### src/rtl/mpi_link_rx_endpoint.sv
`default_nettype none
// ============================================================================
// Module      : mpi_link_rx_endpoint
// Description : Receive side of the credit-based (valid/data + yummy) link
//               between MPI ranks. Incoming flits are buffered in a DEPTH-entry
//               circular FIFO and handed to the local consumer with
//               valid/ready. Every consumed flit returns one yummy (credit)
//               to the remote sender.
//               Optional feature macro: MPI_LINK_RX_BYPASS_EN
//                 defined   -> an empty FIFO with a ready consumer forwards
//                              the incoming flit combinationally.
//                 undefined -> outputs come purely from FIFO state.
// Revision    : 1.0 - initial release
// ============================================================================
module mpi_link_rx_endpoint #(
  parameter int  DATA_W = 64,
  parameter int  DEPTH  = 4,
  localparam int CNT_W  = $clog2(DEPTH + 1)
) (
  input  logic              clk_i,
  input  logic              rst_i,
  input  logic              link_valid_i,
  input  logic [DATA_W-1:0] link_data_i,
  output logic              link_yummy_o,
  output logic              out_valid_o,
  output logic [DATA_W-1:0] out_data_o,
  input  logic              out_ready_i,
  output logic [CNT_W-1:0]  count_o,
  output logic              err_overflow_o
);

  localparam int               c_ptr_w   = (DEPTH > 1) ? $clog2(DEPTH) : 1;
  localparam logic [CNT_W-1:0] c_full    = CNT_W'(DEPTH);
  localparam logic [CNT_W-1:0] c_cnt_one = CNT_W'(1);
  localparam logic [c_ptr_w-1:0] c_ptr_one = c_ptr_w'(1);

  logic [DATA_W-1:0]  r_mem [DEPTH];
  logic [c_ptr_w-1:0] r_rd_ptr;
  logic [c_ptr_w-1:0] r_wr_ptr;
  logic [CNT_W-1:0]   r_count;
  logic               r_yummy;
  logic               r_err;

  logic w_empty;
  logic w_full;
  logic w_pop;
  logic w_push;
  logic w_consumed;

  assign w_empty = (r_count == '0);
  assign w_full  = (r_count == c_full);
  // A pop only happens when the FIFO really holds a flit; ready on an empty
  // FIFO is ignored.
  assign w_pop   = ~w_empty & out_ready_i;

`ifdef MPI_LINK_RX_BYPASS_EN
  logic w_bypass;

  // Empty FIFO with a ready consumer: the flit is forwarded, never stored.
  assign w_bypass    = w_empty & link_valid_i & out_ready_i;
  assign w_push      = link_valid_i & ~w_bypass & (~w_full | w_pop);
  assign w_consumed  = w_pop | w_bypass;
  assign out_valid_o = ~w_empty | w_bypass;
  assign out_data_o  = w_bypass ? link_data_i : r_mem[r_rd_ptr];
`else
  // Push is allowed when space exists or the head leaves in the same cycle.
  assign w_push      = link_valid_i & (~w_full | w_pop);
  assign w_consumed  = w_pop;
  assign out_valid_o = ~w_empty;
  assign out_data_o  = r_mem[r_rd_ptr];
`endif

  assign count_o        = r_count;
  assign link_yummy_o   = r_yummy;
  assign err_overflow_o = r_err;

  // Flit storage; cleared on reset so the head payload reads zero afterwards.
  always_ff @(posedge clk_i or posedge rst_i) begin
    if (rst_i) begin
      for (int i = 0; i < DEPTH; i++) begin
        r_mem[i] <= '0;
      end
    end else if (w_push) begin
      r_mem[r_wr_ptr] <= link_data_i;
    end
  end

  // Read/write pointers wrap naturally because DEPTH is a power of two.
  always_ff @(posedge clk_i or posedge rst_i) begin
    if (rst_i) begin
      r_rd_ptr <= '0;
      r_wr_ptr <= '0;
    end else begin
      if (w_push) begin
        r_wr_ptr <= r_wr_ptr + c_ptr_one;
      end
      if (w_pop) begin
        r_rd_ptr <= r_rd_ptr + c_ptr_one;
      end
    end
  end

  // Occupancy is kept separately so full and empty are distinguishable.
  always_ff @(posedge clk_i or posedge rst_i) begin
    if (rst_i) begin
      r_count <= '0;
    end else if (w_push && !w_pop) begin
      r_count <= r_count + c_cnt_one;
    end else if (w_pop && !w_push) begin
      r_count <= r_count - c_cnt_one;
    end
  end

  // One credit pulse in the cycle following each consumed flit.
  always_ff @(posedge clk_i or posedge rst_i) begin
    if (rst_i) begin
      r_yummy <= 1'b0;
    end else begin
      r_yummy <= w_consumed;
    end
  end

  // Sticky overflow flag: a flit arrived with no room and no concurrent pop.
  always_ff @(posedge clk_i or posedge rst_i) begin
    if (rst_i) begin
      r_err <= 1'b0;
    end else if (link_valid_i && w_full && !w_pop) begin
      r_err <= 1'b1;
    end
  end

endmodule
`default_nettype wire

### config.mk
export PLATFORM = sky130hd
export DESIGN_NAME = mpi_link_rx_endpoint
export DESIGN_NICKNAME = d
export VERILOG_FILES = /design/src/rtl/mpi_link_rx_endpoint.sv
export SDC_FILE = /design/constraint.sdc
export NUM_CORES = 1
export LEC_CHECK = 0
export CAP_MARGIN = 20
export CORE_ASPECT_RATIO = 1.1
export CORE_UTILIZATION = 50
export DETAILED_ROUTE_END_ITERATION = 12
export PLACE_DENSITY = 0.73
export SETUP_SLACK_MARGIN = 0.02
export SLEW_MARGIN = 20
export SYNTH_ARGS = -nofsm -noshare
export SYNTH_HDL_FRONTEND = slang
export SYNTH_SLANG_ARGS = --single-unit
### constraint.sdc
create_clock -name clk_i -period 14.4 [get_ports clk_i]
set_clock_uncertainty 0.05 [all_clocks]
set_input_delay 1.44 -clock clk_i [delete_from_list [all_inputs] [get_ports clk_i]]
set_output_delay 1.44 -clock clk_i [all_outputs]
set_load 0.1 [all_outputs]
# After elaboration in Yosys (flattened, before gate mapping)
# Cells that the tools add are included.
# classes
addsub,4
n_lt_le_gt_ge,3
eq_ne,1
n_mux,8
n_bitwise,7
n_reduce_logical,9
# op_table
op,count
bitwise mux 256 bit,1
two-way mux 64 bit,3
binary-select mux 64 bit (select 2 bit),1
demux 64 bit (select 2 bit),1
">= comparator 3 bit, second input constant",2
two-way mux 3 bit,2
NOT 2 -> 3 bit,2
logical AND 1 bit,5
"adder 2 x 1 -> 2 bit, second input constant",2
"adder 3 x 1 -> 3 bit, second input constant",1
"equality test 3 bit, second input constant",1
logical NOT 3 bit,1
"less-than comparator 3 x 1 -> 1 bit, second input constant",1
"subtractor 3 x 1 -> 3 bit, second input constant",1
AND 1 bit,2
logical NOT 1 bit,2
NOT 1 bit,2
nonzero test 2 bit,1
OR 1 bit,1
# totals
register_bits,265
input_bits,68
wordCells,41

# Logic depth before layout (Yosys ltp)
# logic_depth
word_depth,9
depth_mapped,8
mapped_depth_nobuf,8

# Worst setup path after synthesis
# OpenSTA, ideal clock, no wires.
# synth_path
path_kind,reg-to-output
start,register r_rd_ptr[0]
end,output port out_data_o[17]
arrival_ns,1.718
path_slack_ns,11.192
stages_incl_launch_ff,4
n_path_buf,2
path_cell_list,dfrtp_1 -> buf_2 -> buf_2 -> mux4_2
# synth_between
elab_chain_len,4
# synth_lines
element,line,text
start: declaration,38,logic [c_ptr_w-1:0] r_rd_ptr;
start signal: assignment,98,r_rd_ptr <= r_rd_ptr + c_ptr_one;
NOT 2 -> 3 bit (not written as such),70,assign out_data_o = r_mem[r_rd_ptr];
binary-select mux 64 bit (select 2 bit),70,
two-way mux 64 bit (not written as such) (2 in a row),70,
end: declaration,26,"output logic [DATA_W-1:0] out_data_o,"
# Every way passes these cells. The select of a mux whose other input is x is not followed.

# Final worst setup path
# layout_path
start,register r_rd_ptr[0]
end,output port out_data_o[14]
# Same word-level chain as after synthesis.

==> flow_metrics.py <==
metrics = {
    "critical_path": {
        "r2r-start": "count_o[1]",
        "critPathCapture": "out_data_o[14]",
        "path_depth": 3,
        "cp_data_arrival_time_ns": 3.67,
        "cp-end-kind": "primary output",
        "path_max_fanout": 45,
        "critPathLaunch": "r_rd_ptr[0]",
        "max_stage_delay_ns": 1.01,
        "path_class": "reg2out",
        "critPathTopFamily": "buffers and inverters",
        "crit_buf_inv": 2,
        "slowest_stage": "clkdlybuf4s50_1",
        "cp_cell_sequence": "buf_4 > mux4_2 > clkdlybuf4s50_1",
        "rrSetupSlack_ns": 11.77,
        "worstPathRequired_ns": 12.91,
        "worstRegToRegCells": 6,
        "worstReg2RegEnd": "count_o[1]",
        "startpoint_type": "register",
    },
    "sta": {
        "rsz0062_at_grt": "false",
        "finalHoldViolCount": 0,
        "relSlewSlack": 0.3067,
        "period_share": 0.3581,
        "tns_ns": 0,
        "fin_crit_ns": 5.156,
        "setup_viol": 0,
        "fmax_mhz": 194.0,
        "finalMaxSlewViolations": 0,
        "timing_worst_slew_pin_value_ns": 1.037,
    },
    "place": {
        "placedCellCount": 1063,
        "portBuffers": 137,
        "hpwl_um": 14300,
        "gp_congestion": 0.7032,
    },
    "clocking": {
        "post_cts_resize_count": 0,
        "cts_buffer_depth": 3,
        "clock_latency_ns": 0.53,
        "ctsHoldBuffers": 0,
        "cts_made_buffers": 28,
        "postCtsSetupBuffers": 0,
        "cts_tree": "built",
        "clockRootBuffer": "clkbuf_16",
        "cts_sinks": 265,
        "cts_max_level": 1,
        "clk_pin_slew_ns": 0.06,
    },
    "min_path": {
        "hold_path.class": "reg2reg",
    },
    "finish": {
        "drive_above_1_share": 0.4743,
        "diodes": 0,
        "final_nets": 868,
        "syn_to_final_growth_pct": 21.55,
        "fin_cells": 1116,
    },
    "global_routing": {
        "grt_max_degree": 137,
        "grt_pass1_wl_um": 39890,
        "grt_use_total": 0.2138,
        "overflow": 0,
        "grt_pass1_vias": 7252,
        "grt_antenna_before_repair": 1,
    },
    "routing": {
        "viasPerCell": 5.615,
        "drtIter0Drc": 208,
        "via_count": 6266,
        "route.detailed.drc": 0,
        "ant_nets": 0,
        "drt_first_pass_iters": 4,
        "post_drt_wl_per_cell_um": 21.47,
        "finalWirelength_um": 23960,
    },
    "synthesis": {
        "synth_edf_count": 0,
        "synthArstFlopShare": 1.000,
        "synth_area_leader_cell": "dfrtp_1",
        "ys_ff_latch": 265,
        "syn_area_mm2": 0.01156,
        "netlist_top_cells_count": "265 x dfrtp_1, 258 x mux2_2, 64 x mux4_2, 24 x buf_6, 8 x buf_2",
        "synth_ff_type": "dfrtp_1",
        "avgSynthCellArea_um2": 17.60,
        "synth-seq-area-share": 0.5734,
        "yosys.cell_types.count": 19,
        "yosysWarnings": 0,
        "synthTopCellsByArea": "dfrtp_1 57%, mux2_2 25%, mux4_2 12%, buf_6 2.3%, ha_1 0.54%",
        "synth_top_cell_area_share": 0.5734,
        "syn_nets": 731,
        "synth_most_common_cell": "dfrtp_1",
        "syn_inst": 657,
    },
    "run_status": {
        "status": "finished, final reports clean",
    },
    "floorplan": {
        "initial_core_util": 0.5075,
        "fp.dieW_um": 147.0,
        "coreArea_mm2": 0.02279,
        "num_rows": 58,
        "ios": 138,
        "die_h_um": 161.5,
        "die-area_mm2": 0.02374,
    },
    "job": {
        "cap_violations": 0,
    },
}
## per-layer routing
layer | vias to the layer above | global-route usage | routed length [µm]
met3 | 38 | 0.04011 | 1176
met1 | 3362 | 0.2775 | 10100
met5 | - | 0 | 13
met2 | 141 | 0.3735 | 12260
li1 | 2723 | - | -
met4 | 2 | 0.04920 | 404
## cells by family (layout without fill, tap and decap cells)
group                    count (synthesis)  in the layout  synth area share
AND/OR/NAND/NOR                         14             14          0.007897
multiplexers                           322            322            0.3759
flip-flops                             265            265            0.5734
adder cells (fa/ha/maj)                  6              6          0.007141
AO/OA/AOI/OAI                            1              1         0.0007575
buffers and inverters                   43            202           0.03040
XOR/XNOR                                 6              6          0.004545
## state kept, by name, summed over array words and instances, names as in the netlist
signal and flops:
link_yummy_o 1, r_mem 256, r_rd_ptr 2, r_wr_ptr 2, count_o 3, err_overflow_o 1
## layout by cell type (no fill, tap or decap), types with 2 or more instances in the layout
cell,n
ha_1,5
clkbuf_16,29
nand2_1,6
clkdlybuf4s50_1,137
buf_4,7
xor2_1,3
xnor2_1,3
clkbuf_8,8
mux2_2,258
inv_1,4
clkinv_2,4
mux4_2,64
bufinv_16,2
nor2_4,4
dfrtp_4,2
dfrtp_1,263
clkbuf_1,6
## how the worst min path moves through the flow
stage,start,endpoint,slack [ns],cells after the start
3_5_place_dp,err_overflow_o,err_overflow_o,0.40,1
6_report,err_overflow_o,err_overflow_o,0.42,1
2_1_floorplan,r_mem[100],r_mem[100],0.43,1
5_1_grt,err_overflow_o,err_overflow_o,0.44,1
3_3_place_gp,err_overflow_o,err_overflow_o,0.40,1
4_1_cts,err_overflow_o,err_overflow_o,0.42,1
## through the flow
step	utilization	worst slack (ns)	area, µm²	hold slack (ns)
2_1_floorplan	-	5.613	11560	0.4251
3_3_place_gp	0.5734	9.697	13070	0.4023
3_5_place_dp	0.5734	9.697	13070	0.4003
4_1_cts	0.6157	9.126	14030	0.4187
5_1_grt	0.6169	9.015	14060	0.4386
6_report	0.6169	9.244	14060	0.4172
## area by class of cell
class / instances / area [µm²]
multi-input cells: 349 / 4602
clock inverters: 9 / 105.1
inverters: 5 / 26.28
flip-flops and latches: 265 / 6639
repair buffers: 145 / 1451
clock buffers: 43 / 858.3
fillers: 1681 / 8730
well taps: 300 / 375.4
Power is left out: the tool's default activity adds up to more than one toggle a clock period on the data nets, which glitch-free logic cannot reach.
